--- src/rtl/mdrp_pkg.sv ---
// mdrp_pkg: shared encodings for the PLL MDRP responder.
// OPC codes, lock-relevant register addresses, lock FSM states.
package mdrp_pkg;

  localparam logic [1:0] MD_OPC_IDLE = 2'b00;
  localparam logic [1:0] MD_OPC_WR   = 2'b01;
  localparam logic [1:0] MD_OPC_RD   = 2'b10;
  localparam logic [1:0] MD_OPC_RSV  = 2'b11;

  localparam logic [7:0] MD_REG_ICP = 8'h0B;
  localparam logic [7:0] MD_REG_RES = 8'h11;

  typedef enum logic [1:0] {
    S_RST  = 2'd0,
    S_WAIT = 2'd1,
    S_LOCK = 2'd2,
    S_FAIL = 2'd3
  } lock_state_t;

endpackage

--- src/rtl/mdrp_lock_model.sv ---
// mdrp_lock_model: PLL relock timing model with settings check.
// i_pll_rst_s: synchronised PLL reset, i_good: settings ok,
// o_lock: registered lock, rises the cycle after S_LOCK entry.
module mdrp_lock_model
  import mdrp_pkg::*;
#(
  parameter int LOCK_DELAY = 64
) (
  input  logic i_clk,
  input  logic i_rst,
  input  logic i_pll_rst_s,
  input  logic i_good,
  output logic o_lock
);

  localparam int CW =
    (LOCK_DELAY > 1) ? $clog2(LOCK_DELAY) : 1;
  localparam logic [CW-1:0] CNT_LAST =
    CW'(LOCK_DELAY - 1);

  lock_state_t   r_state;
  lock_state_t   w_next;
  logic [CW-1:0] r_cnt;
  logic          r_lock;
  logic          w_done;

  assign w_done = (r_cnt == CNT_LAST);
  assign o_lock = r_lock;

  always_comb begin
    w_next = r_state;
    unique case (r_state)
      S_RST: begin
        if (!i_pll_rst_s) w_next = S_WAIT;
      end
      S_WAIT: begin
        if (i_pll_rst_s)
          w_next = S_RST;
        else if (w_done)
          w_next = i_good ? S_LOCK : S_FAIL;
      end
      S_LOCK, S_FAIL: begin
        if (i_pll_rst_s) w_next = S_RST;
      end
      default: w_next = S_RST;
    endcase
  end

  always_ff @(posedge i_clk or posedge i_rst) begin
    if (i_rst) begin
      r_state <= S_RST;
      r_cnt   <= '0;
      r_lock  <= 1'b0;
    end else begin
      r_state <= w_next;
      // counter only runs while staying in S_WAIT
      if (r_state == S_WAIT && w_next == S_WAIT)
        r_cnt <= r_cnt + 1'b1;
      else
        r_cnt <= '0;
      r_lock <= (r_state == S_LOCK);
    end
  end

endmodule

--- src/rtl/mdrp_pll_responder.sv ---
// mdrp_pll_responder: MDRP far-side regfile + PLL lock model.
// In: I_MD_CLK, I_RST (async high), I_PLL_RST, I_MD_INC,
// I_MD_OPC, I_MD_WR_DATA. Out: O_MD_RD_DATA, O_LOCK, O_ERR,
// O_ADDR. MDRP_ACCESS_CNT_EN adds O_WR_CNT / O_RD_CNT.
module mdrp_pll_responder
  import mdrp_pkg::*;
#(
  parameter int         DEPTH      = 32,
  parameter int         LOCK_DELAY = 64,
  parameter logic [2:0] GOOD_ICP   = 3'd1,
  parameter logic [2:0] GOOD_RES   = 3'd3
) (
  input  logic       I_MD_CLK,
  input  logic       I_RST,
  input  logic       I_PLL_RST,
  input  logic       I_MD_INC,
  input  logic [1:0] I_MD_OPC,
  input  logic [7:0] I_MD_WR_DATA,
  output logic [7:0] O_MD_RD_DATA,
  output logic       O_LOCK,
  output logic       O_ERR,
`ifdef MDRP_ACCESS_CNT_EN
  output logic [15:0] O_WR_CNT,
  output logic [15:0] O_RD_CNT,
`endif
  output logic [7:0] O_ADDR
);

  localparam int AW =
    (DEPTH > 1) ? $clog2(DEPTH) : 1;
  localparam logic [8:0] DEPTH9 = 9'(DEPTH);

  logic [7:0]    r_regs [DEPTH];
  logic [7:0]    r_ptr;
  logic [7:0]    r_rd_data;
  logic          r_pll_q;
  logic          r_err;
  logic          w_wr;
  logic          w_rd;
  logic          w_rsv;
  logic          w_clr;
  logic          w_in_rng;
  logic          w_err_evt;
  logic          w_good;
  logic [2:0]    w_icp;
  logic [2:0]    w_res;
  logic [AW-1:0] w_idx;

  always_comb begin
    w_wr  = 1'b0;
    w_rd  = 1'b0;
    w_rsv = 1'b0;
    unique case (I_MD_OPC)
      MD_OPC_WR:  w_wr  = 1'b1;
      MD_OPC_RD:  w_rd  = 1'b1;
      MD_OPC_RSV: w_rsv = 1'b1;
      default:    ;
    endcase
  end

  // falling edge of PLL reset = release; clears pointer
  assign w_clr    = r_pll_q & ~I_PLL_RST;
  assign w_in_rng = ({1'b0, r_ptr} < DEPTH9);
  assign w_idx    = r_ptr[AW-1:0];

  assign w_err_evt =
    w_rsv |
    (w_wr & ~I_PLL_RST) |
    ((I_MD_OPC != MD_OPC_IDLE) & w_clr);

  // lock settings; absent registers read as zero
  assign w_icp = (DEPTH > int'(MD_REG_ICP)) ?
    r_regs[MD_REG_ICP[AW-1:0]][2:0] : 3'd0;
  assign w_res = (DEPTH > int'(MD_REG_RES)) ?
    r_regs[MD_REG_RES[AW-1:0]][2:0] : 3'd0;
  assign w_good =
    (w_icp == GOOD_ICP) && (w_res == GOOD_RES);

  always_ff @(posedge I_MD_CLK or posedge I_RST) begin
    if (I_RST) begin
      for (int i = 0; i < DEPTH; i++)
        r_regs[i] <= 8'h00;
    end else if (w_wr && w_in_rng) begin
      r_regs[w_idx] <= I_MD_WR_DATA;
    end
  end

  always_ff @(posedge I_MD_CLK or posedge I_RST) begin
    if (I_RST) begin
      r_ptr     <= 8'h00;
      r_rd_data <= 8'h00;
      r_pll_q   <= 1'b0;
      r_err     <= 1'b0;
    end else begin
      r_pll_q <= I_PLL_RST;
      if (w_clr)
        r_ptr <= 8'h00;
      else if (I_MD_INC)
        r_ptr <= r_ptr + 8'd1;
      if (w_rd)
        r_rd_data <= w_in_rng ? r_regs[w_idx] : 8'h00;
      if (w_err_evt)
        r_err <= 1'b1;
    end
  end

`ifdef MDRP_ACCESS_CNT_EN
  logic [15:0] r_wr_cnt;
  logic [15:0] r_rd_cnt;

  always_ff @(posedge I_MD_CLK or posedge I_RST) begin
    if (I_RST) begin
      r_wr_cnt <= 16'h0000;
      r_rd_cnt <= 16'h0000;
    end else begin
      if (w_wr && r_wr_cnt != 16'hFFFF)
        r_wr_cnt <= r_wr_cnt + 16'd1;
      if (w_rd && r_rd_cnt != 16'hFFFF)
        r_rd_cnt <= r_rd_cnt + 16'd1;
    end
  end

  assign O_WR_CNT = r_wr_cnt;
  assign O_RD_CNT = r_rd_cnt;
`endif

  mdrp_lock_model #(
    .LOCK_DELAY (LOCK_DELAY)
  ) u_lock (
    .i_clk       (I_MD_CLK),
    .i_rst       (I_RST),
    .i_pll_rst_s (r_pll_q),
    .i_good      (w_good),
    .o_lock      (O_LOCK)
  );

  assign O_MD_RD_DATA = r_rd_data;
  assign O_ERR        = r_err;
  assign O_ADDR       = r_ptr;

endmodule

--- config.mk ---
export PLATFORM = sky130hd
export DESIGN_NAME = mdrp_pll_responder
export DESIGN_NICKNAME = d
export VERILOG_FILES = /design/src/rtl/mdrp_pkg.sv /design/src/rtl/mdrp_lock_model.sv /design/src/rtl/mdrp_pll_responder.sv
export SDC_FILE = /design/constraint.sdc
export NUM_CORES = 1
export LEC_CHECK = 0
export ABC_CLOCK_PERIOD_IN_PS = 8340
export BUFFER_PORTS_ARGS = -buffer_cell sky130_fd_sc_hd__buf_2
export CORE_UTILIZATION = 50
export CTS_CLUSTER_SIZE = 10
export DETAILED_ROUTE_END_ITERATION = 12
export GPL_TIMING_DRIVEN = 0
export HOLD_SLACK_MARGIN = 0.02
export PLACE_DENSITY_LB_ADDON = 0.15
export SYNTH_ARGS = -nofsm -noshare
export SYNTH_HDL_FRONTEND = slang
export SYNTH_HIERARCHICAL = 1
export SYNTH_SLANG_ARGS = --single-unit
--- constraint.sdc ---
create_clock -name I_MD_CLK -period 8.34 [get_ports I_MD_CLK]
set_input_delay 0.834 -clock I_MD_CLK [delete_from_list [all_inputs] [get_ports I_MD_CLK]]
set_output_delay 0.834 -clock I_MD_CLK [all_outputs]
set_load 0.02 [all_outputs]
## Word-level counts from Yosys, hierarchy flattened

Cells that the tools add are included.

| word-level totals | value |
|---|---|
| flip-flop bits (word level) | 283 |
| bits of input ports | 14 |
| output and inout bits | 18 |
| logic and storage cells | 88 |

| cells by class | value |
|---|---|
| add/sub/neg operators | 2 |
| order comparisons | 3 |
| equal/unequal tests | 10 |
| multiplexer cells | 19 |
| bitwise gates (word level) | 7 |
| reduce and logical (&&, ||, !) cells | 8 |

Operator list:

| kind | count |
|---|---|
| $bwmux W256 | 1 |
| $mux W8 | 6 |
| $bmux W8 S5 | 1 |
| $demux W8 S5 | 1 |
| $add A8 B1 Y8 const B | 1 |
| $eq A2 B2 Y1 const B | 4 |
| $lt A8 B6 Y1 const B | 1 |
| $mux W2 | 4 |
| $add A6 B1 Y6 const B | 1 |
| $eq A2 B1 Y1 const B | 3 |
| $eq A6 B6 Y1 const B | 1 |
| $ge A6 B6 Y1 const B | 1 |
| $lt A6 B1 Y1 const B | 1 |
| $mux W6 | 1 |
| $not A5 Y6 | 1 |
| $pmux W2 S3 | 1 |
| $logic_and A1 B1 Y1 | 4 |
| $mux W1 | 4 |
| $reduce_bool A2 Y1 | 2 |
| $and A1 B1 Y1 | 3 |
| $eq A3 B1 Y1 const B | 1 |
| $eq A3 B2 Y1 const B | 1 |
| $logic_not A2 Y1 | 1 |
| $or A1 B1 Y1 | 2 |
| 2 further kinds | 2 |

## Logic depth before layout (Yosys ltp)

Gate-level depths: netlist of run 1.

| logic depth | value |
|---|---|
| depth after elaboration | 9 |
| gate-level depth with buffers | 9 |
| depth with buffers taken out | 5 |

## Cells and area by module

The synthesis of run 1 kept the hierarchy.

Modules (own cells, without submodules):

| module | instances | cells an instance | area an instance (um^2) |
|---|---|---|---|
| mdrp_pll_responder | 1 | 924 | 12837.3 |
| mdrp_lock_model | 1 | 37 | 410.4 |

## Worst setup path after synthesis of run 1

No wires, ideal clock.

| timing | value |
|---|---|
| path kind | reg-to-reg |
| start point | reg r_ptr[1] (netlist: O_ADDR[1]) |
| end point | reg r_regs[56] (netlist name) |
| library setup time | 125 ps |
| arrival time | 2086 ps |
| data required time | 8215 ps |
| path slack | 6129 ps |
| stages on the path, launching flop included | 10 |
| period minus slack after synthesis | 2211 ps |
| cells stage by stage | dfrtp_1 > clkbuf_1 > buf_6 > buf_2 > inv_1 > ha_1 > and2_1 > buf_4 > nand2_2 > mux2_2 |

| between the ends | value |
|---|---|
| cells in the longest elaborated chain, start to end | 6 |
| elaborated cells on any way between the ends | 9 |
| classes of those cells | 3 x order compare; 3 x mux; 1 x bitwise; 2 x reduce/logical |

Ends and longest elaborated chain:

| element | RTL line | source |
|---|---|---|
| start, declared | mdrp_pll_responder.sv:34 | `logic [7:0] r_ptr;` |
| start signal, assigned | mdrp_pll_responder.sv:99 | `r_ptr <= r_ptr + 8'd1;` |
| $not A5 Y6 (implied by the code) | mdrp_pll_responder.sv:84 | `r_regs[w_idx] <= I_MD_WR_DATA;` |
| $ge A6 B6 Y1 (implied by the code) / $lt A6 B1 Y1 (equally long branches) | mdrp_pll_responder.sv:84 |  |
| $logic_and A1 B1 Y1 (implied by the code) | mdrp_pll_responder.sv:84 |  |
| $mux W8 (implied by the code) | mdrp_pll_responder.sv:84 |  |
| $demux W8 S5 | mdrp_pll_responder.sv:84 |  |
| $bwmux W256 | mdrp_pll_responder.sv:84 |  |
| end signal, assigned by index | mdrp_pll_responder.sv:82 | `r_regs[i] <= 8'h00;` |
| end signal, assigned by index | mdrp_pll_responder.sv:84 |  |
| end, declared | mdrp_pll_responder.sv:33 | `logic [7:0] r_regs [DEPTH];` |

Parallel ways exist; a longest one is shown, timed or not.
A chain may end at the register's enable or synchronous reset.

## Final worst setup path of run 1

| timing | value |
|---|---|
| start point | reg r_ptr[1] (netlist: O_ADDR[1]) |
| end point | reg r_rd_data[6] (netlist: O_MD_RD_DATA[6]) |

| between the ends | value |
|---|---|
| cells in the longest elaborated chain, start to end | 5 |
| elaborated cells on any way between the ends | 6 |
| classes of those cells | 1 x order compare; 4 x mux; 1 x bitwise |

Ends and longest elaborated chain:

| element | RTL line | source |
|---|---|---|
| $not A5 Y6 (implied by the code) | mdrp_pll_responder.sv:101 | `r_rd_data <= w_in_rng ? r_regs[w_idx] : 8'h00;` |
| $bmux W8 S5 | mdrp_pll_responder.sv:101 |  |
| $mux W8 (implied by the code) (2 in a row) | mdrp_pll_responder.sv:101 |  |
| $mux W8 * | mdrp_pll_responder.sv:101 |  |
| end signal, assigned | mdrp_pll_responder.sv:101 |  |
| end, declared | mdrp_pll_responder.sv:35 | `logic [7:0] r_rd_data;` |

Mark *: on every way between the ends. The rest lies on a longest branch, timed or not. The select of a mux whose other input is x is not followed.

==> results of run 1 <==
==> registers in the layout (all words and copies together), names as in the netlist <==
signal	cells
O_ADDR	8
r_pll_q	1
u_lock/r_cnt	6
u_lock/o_lock	1
O_ERR	1
r_regs	256
O_MD_RD_DATA	8
u_lock/r_state	2
==> kinds of logic after synthesis <==
group                      count (synthesis)  share of synthesized area [%]
AOI/OAI and AO/OA                         79                           3.95
xor gates and xnor gates                  10                          0.661
adders and majority gates                  5                          0.472
buffers and inverters                     74                           3.07
DFF                                      283                           53.5
muxes                                    385                           31.5
and+or+nand+nor                          125                           6.89
==> stage by stage <==
step / std cells / power (mW) / hold slack (ns) / util (%)
global placement: 1326 / 2.69 / 0.446 / 53.0
CTS: 1376 / 4.03 / 0.335 / 57.3
global route: 1376 / 4.16 / 0.368 / 57.3
floorplan: 961 / 2.39 / 0.442 / -
finish: 1376 / 4.02 / 0.326 / 57.3
detailed placement: 1334 / 2.72 / 0.450 / 53.6
==> path summary, 6_finish.rpt <==
| path | startpoint | to | cells past startpoint |
|---|---|---|---|
| hold reg to reg | O_ERR$_DFFE_PP0P_ | O_ERR$_DFFE_PP0P_ | 2 |
| hold / removal | I_RST | u_lock/r_cnt[1]$_DFF_PP0_ | 2 |
| setup reg to reg | O_ADDR[1]$_DFFE_PP0P_ | O_MD_RD_DATA[6]$_DFFE_PP0N_ | 8 |
| setup / recovery | O_ADDR[1]$_DFFE_PP0P_ | O_MD_RD_DATA[6]$_DFFE_PP0N_ | 8 |
| min in group I_MD_CLK | I_PLL_RST | r_pll_q$_DFF_PP0_ | 1 |
| max in group asynchronous | I_RST | r_regs[22]$_DFFE_PP0P_ | 6 |
==> metal layers <==
metal / wire [µm] / share of wire [%] / GRT usage [%]
met5: 0 / 0 / 0
met4: 970 / 2.8 / 8.51
met1: 16000 / 46 / 39.3
met2: 16000 / 46 / 41.4
met3: 1620 / 4.7 / 3.64
==> cell usage in the layout, fill, tap and decap left out, types with 3 or more instances in the layout <==
cell type | netlist | layout
clkbuf_1 | 32 | 36
nand4b_2 | 3 | 3
nand4_1 | 3 | 3
xor2_1 | 7 | 7
mux2_2 | 237 | 237
nor2_1 | 14 | 14
buf_2 | 14 | 44
and2_1 | 4 | 4
nand4bb_1 | 3 | 3
xnor2_1 | 3 | 3
a22o_1 | 8 | 8
buf_6 | 10 | 10
nand2_1 | 13 | 13
inv_1 | 6 | 5
buf_12 | 0 | 7
nand2_2 | 28 | 28
mux2_1 | 19 | 19
nand3_1 | 4 | 4
or4bb_1 | 3 | 3
ha_1 | 5 | 5
o22ai_1 | 64 | 64
buf_4 | 9 | 10
a21oi_1 | 3 | 3
clkbuf_16 | 0 | 37
nand3_4 | 4 | 4
nor3_1 | 3 | 3
mux2i_1 | 129 | 129
dfrtp_1 | 283 | 283
or4b_1 | 3 | 3
nor4_1 | 17 | 16
==> power by group through the flow <==
stage	Sequential (mW)	Clock, mW	Combinational (mW)
after floorplan	1.68	0	0.710
after global placement	1.67	0	1.02
after detailed placement	1.67	0	1.04
after CTS	1.65	1.34	1.04
after global routing	1.67	1.39	1.10
final	1.65	1.32	1.05
==> cell type report <==
cell class	instances	area, µm²	share of cell area (%)
Clock buffer	41	941	6.31
Inverter	6	26.3	0.176
Sequential cell	283	7080	47.5
Timing Repair Buffer	38	298	2.00
Tap cell	335	419	2.81
Multi-Input combinational cell	604	5770	38.6
Clock inverter	1	5.00	0.0335
Buffer	68	384	2.57
==> worst register-to-register path: stages, from the launching register on <==
cell and delay [ns]:
dfrtp_1 0.40, clkbuf_1 0.29, buf_6 0.22, buf_2 0.39, mux2i_1 0.32, o22ai_1 0.18, nor4_1 0.53, nand2_1 0.20
a22o_1 0.23
==> run metrics, run 1 <==
IO Pins 32; 1st-iter DRT viols ~540; Ant. Diodes 0; EDFF count, synth 0; FF-to-FF setup slack approximately 5.5 ns; Total Routing Usage GR between 20 and 30%; most frequent cell after synthesis dfrtp_1; Async SR Flop Fraction between 90% and 100%; Yosys cell types 50; switch share between 30% and 40%; Pint 2.78 mW; Flop pwr share around two fifths; Reg clk slew, reported paths roughly 0.050 ns; CP max-delay cell nor4_1; clock share of power around 33%; Synth area leader dfrtp_1; Crit path max-delay family buffers and inverters; switching power around 1.2 mW; placed cell areas approximately 14,000 µm²; final instance area roughly 15,000 µm²; WL final approximately 35,000 µm; Synth Register Bits 283; nets@finish roughly 1,100; final setup fails 0; ratio of final minimum period to clock period 34.4%; maxcap violations 0; Core Region ~26,000 µm²; Resize count post-CTS 0; Starting Density 50.8%; DP Wirelength 24,500 µm; setup tns final 0 ns; IO Port Bufs 30; Max Slew Vio Count 0; clock skew 0.00753 ns; global placement routability congestion 0.872; Rel. slew slack between 40% and 50%; crit end category register; DR pass1 iterations 5; Filler cells 2,165; largest net degree at the start of global routing 43; Hold-fix buffers, CTS 0; Rows 59; die extent in y about 160 µm; clk root buf clkbuf_16; number of synthesis warnings 6; RSZ-0062 raised after global routing no; HP Class input pin to asynchronous set/reset pin; Logic pwr share roughly a quarter; CTS tree yes; Static Leak about 7.2 nW; worst setup margin 5.47 ns; cells after synthesis 961; Main synth FF type dfrtp_1; Crit Path Max Fanout 10; Slew @ Worst Pin roughly 0.80 ns; crit path time final about 2.9 ns; Die W 165 µm; number of global-route vias before repair between 8,000 and 9,000; top cell type's share of synthesized area between 50% and 60%; DRC 0; Area Growth Syn to Fin 12.6%; layout cell share with drive strength beyond 1 a little under two fifths; type of origin of the critical path register; Post-synth top cells dfrtp_1 (283), mux2_2 (237), mux2i_1 (129), o22ai_1 (64), clkbuf_1 (32); routed len/inst around 25 µm; TritonCTS buffer count 34; # H-tree levels 2; Final Hold Viols 0; Vias just over 8,000; post-CTS setup buffer count 0; maximum vdd ir drop approximately 0.18 mV; grt ovf 0; Arr. time, crit path approximately 3.3 ns; status completed; clock tree buffer depth 3; initial antenna violation count 0; pwr dens about 270 nW/µm²; CP bufs+invs 3; max incr delay on CP about 0.53 ns; Place WS roughly 5.6 ns; synth top area cells dfrtp_1 (53%), mux2_2 (20%), mux2i_1 (9.7%); crit path cell chain clkbuf_1 -> buf_6 -> buf_2 -> mux2i_1 -> o22ai_1 -> nor4_1 -> nand2_1 -> a22o_1; fmax between 300 and 400 MHz; routed vias/inst slightly above 6; global-route wire length before repair between 50,000 and 60,000 µm; synthesized area about 13,000 µm²; clk_lat worst skew about 0.50 ns; register area share after synthesis a little over half; DIE AREA 27,200 µm²; Antenna Nets Post-Route 0; Worst EP required 8.73 ns; syn_area_per_cell between 10 and 15 µm²; clock sink count ~280; kind of critical path register to register; Net Count, Synth 980
Power figures use the tool's default switching activity.
==> inputs of run 2 (changes only) <==
- ABC_CLOCK_PERIOD_IN_PS: 8340 -> 2400
- clock period: 8.34 -> 2.4 ns (I/O delays scaled with it)
==> run metrics, run 2 (same netlist as run 1, synthesis figures left out) <==
clk_lat worst skew 0.50 ns (about the same); routed vias/inst 6.00 (was 6.04); 1st-iter DRT viols 549 (was 539); nets@finish 1,058 (was 1,054); IO Port Bufs 30 (unchanged); kind of critical path register to register (unchanged); Crit Path Max Fanout 10 (unchanged); CTS tree yes (unchanged); crit path cell chain clkbuf_2 -> buf_6 -> buf_6 -> mux2i_2 -> o22ai_1 -> nor4_2 -> nand2_1 -> a22o_1 (was clkbuf_1 -> buf_6 -> buf_2 -> mux2i_1 -> o22ai_1 -> nor4_1 -> nand2_1 -> a22o_1); DIE AREA 27,200 µm² (unchanged); WL met1 16,300 µm (was 16,000 µm); die extent in y 165 µm (unchanged); largest net degree at the start of global routing 43 (unchanged); DP Wirelength 24,500 µm (unchanged); grt ovf 0 (unchanged); global-route wire length before repair 53,400 µm (was 53,000 µm); clock tree buffer depth 3 (unchanged); final setup fails 0 (unchanged); Crit path max-delay family buffers and inverters (unchanged); Reg clk slew, reported paths 0.05 ns (about the same); CP Depth 8 (unchanged); DR pass1 iterations 4 (was 5); CP bufs+invs 3 (unchanged); Rows 59 (unchanged); TritonCTS buffer count 34 (unchanged); crit end category register (unchanged); flip-flop count of the largest register after layout 256 (unchanged); post-CTS setup buffer count 0 (unchanged); Arr. time, crit path 2.78 ns (was 3.26 ns); DRC 0 (unchanged); dpl cells 1,334 (unchanged); Area Growth Syn to Fin 14.2% (was 12.6%); Starting Density 50.8% (unchanged); crit path time final 2.40 ns (was 2.87 ns); routed len/inst 25.2 µm (was 25.1 µm); Rel. slew slack 47.0% (about the same); Hold Slack 0.0704 ns (was 0.326 ns); # H-tree levels 2 (unchanged); Slew @ Worst Pin 0.795 ns (about the same); area of the multi-input gates 5910 µm² (was 5770 µm²); Max Slew Vio Count 0 (unchanged); Worst EP required 2.78 ns (was 8.73 ns); HP Class input pin to register (was input pin to asynchronous set/reset pin); type of origin of the critical path register (unchanged); reg2reg start O_ADDR[1]$_DFFE_PP0P_ (unchanged); RSZ-0062 raised after global routing yes (was no); ratio of final minimum period to clock period 99.9% (was 34.4%); Static Leak 7.26 nW (was 7.16 nW); Worst Setup EP O_MD_RD_DATA[1]$_DFFE_PP0N_ (was O_MD_RD_DATA[6]$_DFFE_PP0N_); clock skew 0.00873 ns (was 0.00753 ns); clk root buf clkbuf_16 (unchanged); Final Hold Viols 0 (unchanged); worst setup margin 0.00237 ns (was 5.47 ns); number of global-route vias before repair 8,450 (was 8,412); pwr dens 933 nW/µm² (was 269 nW/µm²); Critical path origin O_ADDR[1]$_DFFE_PP0P_ (unchanged); CP max-delay cell dfrtp_1 (was nor4_1); Post-Layout Cell Count 1,381 (was 1,376); most flop-heavy register r_regs (unchanged); initial antenna violation count 0 (unchanged); Most common cell on crit path buf_6; status completed (unchanged); FF-to-FF setup slack 0.002 ns (was 5.47 ns); global placement routability congestion 0.872 (unchanged); Top Layer Used met4 (unchanged); Place WS -0.349 ns (was 5.59 ns); setup tns final 0 ns (unchanged); most common cell after layout, fill and taps aside dfrtp_1 (unchanged); clock sink count 283 (unchanged); Core Region 26,100 µm² (unchanged); Total Routing Usage GR 27.0% (was 26.8%); IO Pins 32 (unchanged); WL met3 1510 µm (was 1620 µm); Worst Reg-to-Reg Cells 8 (unchanged); layout cell share with drive strength beyond 1 39.6% (was 38.2%); Filler cells 2,147 (was 2,165); fmax 417 MHz (was 348 MHz); met2 wire length 16,000 µm (about the same); placed cell areas 14,000 µm² (unchanged); WL final 34,800 µm (was 34,600 µm); maxcap violations 0 (unchanged); max incr delay on CP 0.40 ns (was 0.53 ns); final instance area 15,100 µm² (was 14,900 µm²); Vias 8,287 (was 8,311); maximum vdd ir drop 0.609 mV (was 0.176 mV); Reg area 7080 µm² (unchanged); reg2reg end O_MD_RD_DATA[1]$_DFFE_PP0N_ (was O_MD_RD_DATA[6]$_DFFE_PP0N_); Antenna Nets Post-Route 0 (unchanged); most frequent cells in the layout dfrtp_1 (283), mux2_2 (237), mux2i_1 (125) (was dfrtp_1 (283), mux2_2 (237), mux2i_1 (129)); Die W 165 µm (unchanged)
==> run 2: through the flow <==
stage,utilization [%],power [mW]
after global routing,58.1,14.6
after detailed placement,53.6,9.44
after global placement,53.0,9.36
final,58.1,14.1
after CTS,57.7,14.1
after floorplan,-,8.29
==> run 2: how the worst min path moves through the flow <==
stage / slack, ns / cells past startpoint / to / startpoint
3_3_place_gp: 0.25 / 2 / u_lock/o_lock$_DFF_PP0_ / I_RST
6_report: 0.07 / 2 / r_regs[37]$_DFFE_PP0P_ / I_MD_WR_DATA[5]
2_1_floorplan: 0.07 / 1 / u_lock/o_lock$_DFF_PP0_ / I_RST
3_5_place_dp: 0.25 / 2 / u_lock/o_lock$_DFF_PP0_ / I_RST
4_1_cts: 0.05 / 2 / r_regs[37]$_DFFE_PP0P_ / I_MD_WR_DATA[5]
5_1_grt: 0.07 / 2 / r_regs[247]$_DFFE_PP0P_ / I_MD_WR_DATA[7]
==> run 2: power by group <==
part	internal [mW]	switching (mW)	total (mW)
registers	5.41	0.338	5.75
logic	1.63	2.17	3.81
clock network	2.72	1.84	4.56
total	9.76	4.35	14.1
==> run 2: worst register-to-register path, cell delays in order, from the launching register on <==
cell and delay (ns):
dfrtp_1 0.40, clkbuf_2 0.21, buf_6 0.20, buf_6 0.23, mux2i_2 0.33, o22ai_1 0.14, nor4_2 0.38, nand2_1 0.16
a22o_1 0.22
==> run 2: area by class of cell <==
cell class	count	area share, %
diodes	1	0.0165
plain buffers	68	2.72
clock buffers	41	6.22
clock inverters	1	0.0331
inverters	6	0.174
multi-input cells	604	39.0
flip-flops and latches	283	46.8
well taps	335	2.77
repair buffers	42	2.23
==> run 2: what timing repair did <==
item                       in CTS  in global routing
setup endpoints to repair     136                 39
cloned                          0                  0
resized for setup              16                 18
pin swaps                       2                  2
hold endpoints to repair       31                  0
hold buffers                    4                  0
==> run 2: routing by layer <==
metal,global-route usage [%],vias up
li1,-,3692
met1,39.8,4351
met2,41.7,187
met3,3.59,57
met4,8.09,0
met5,0,-
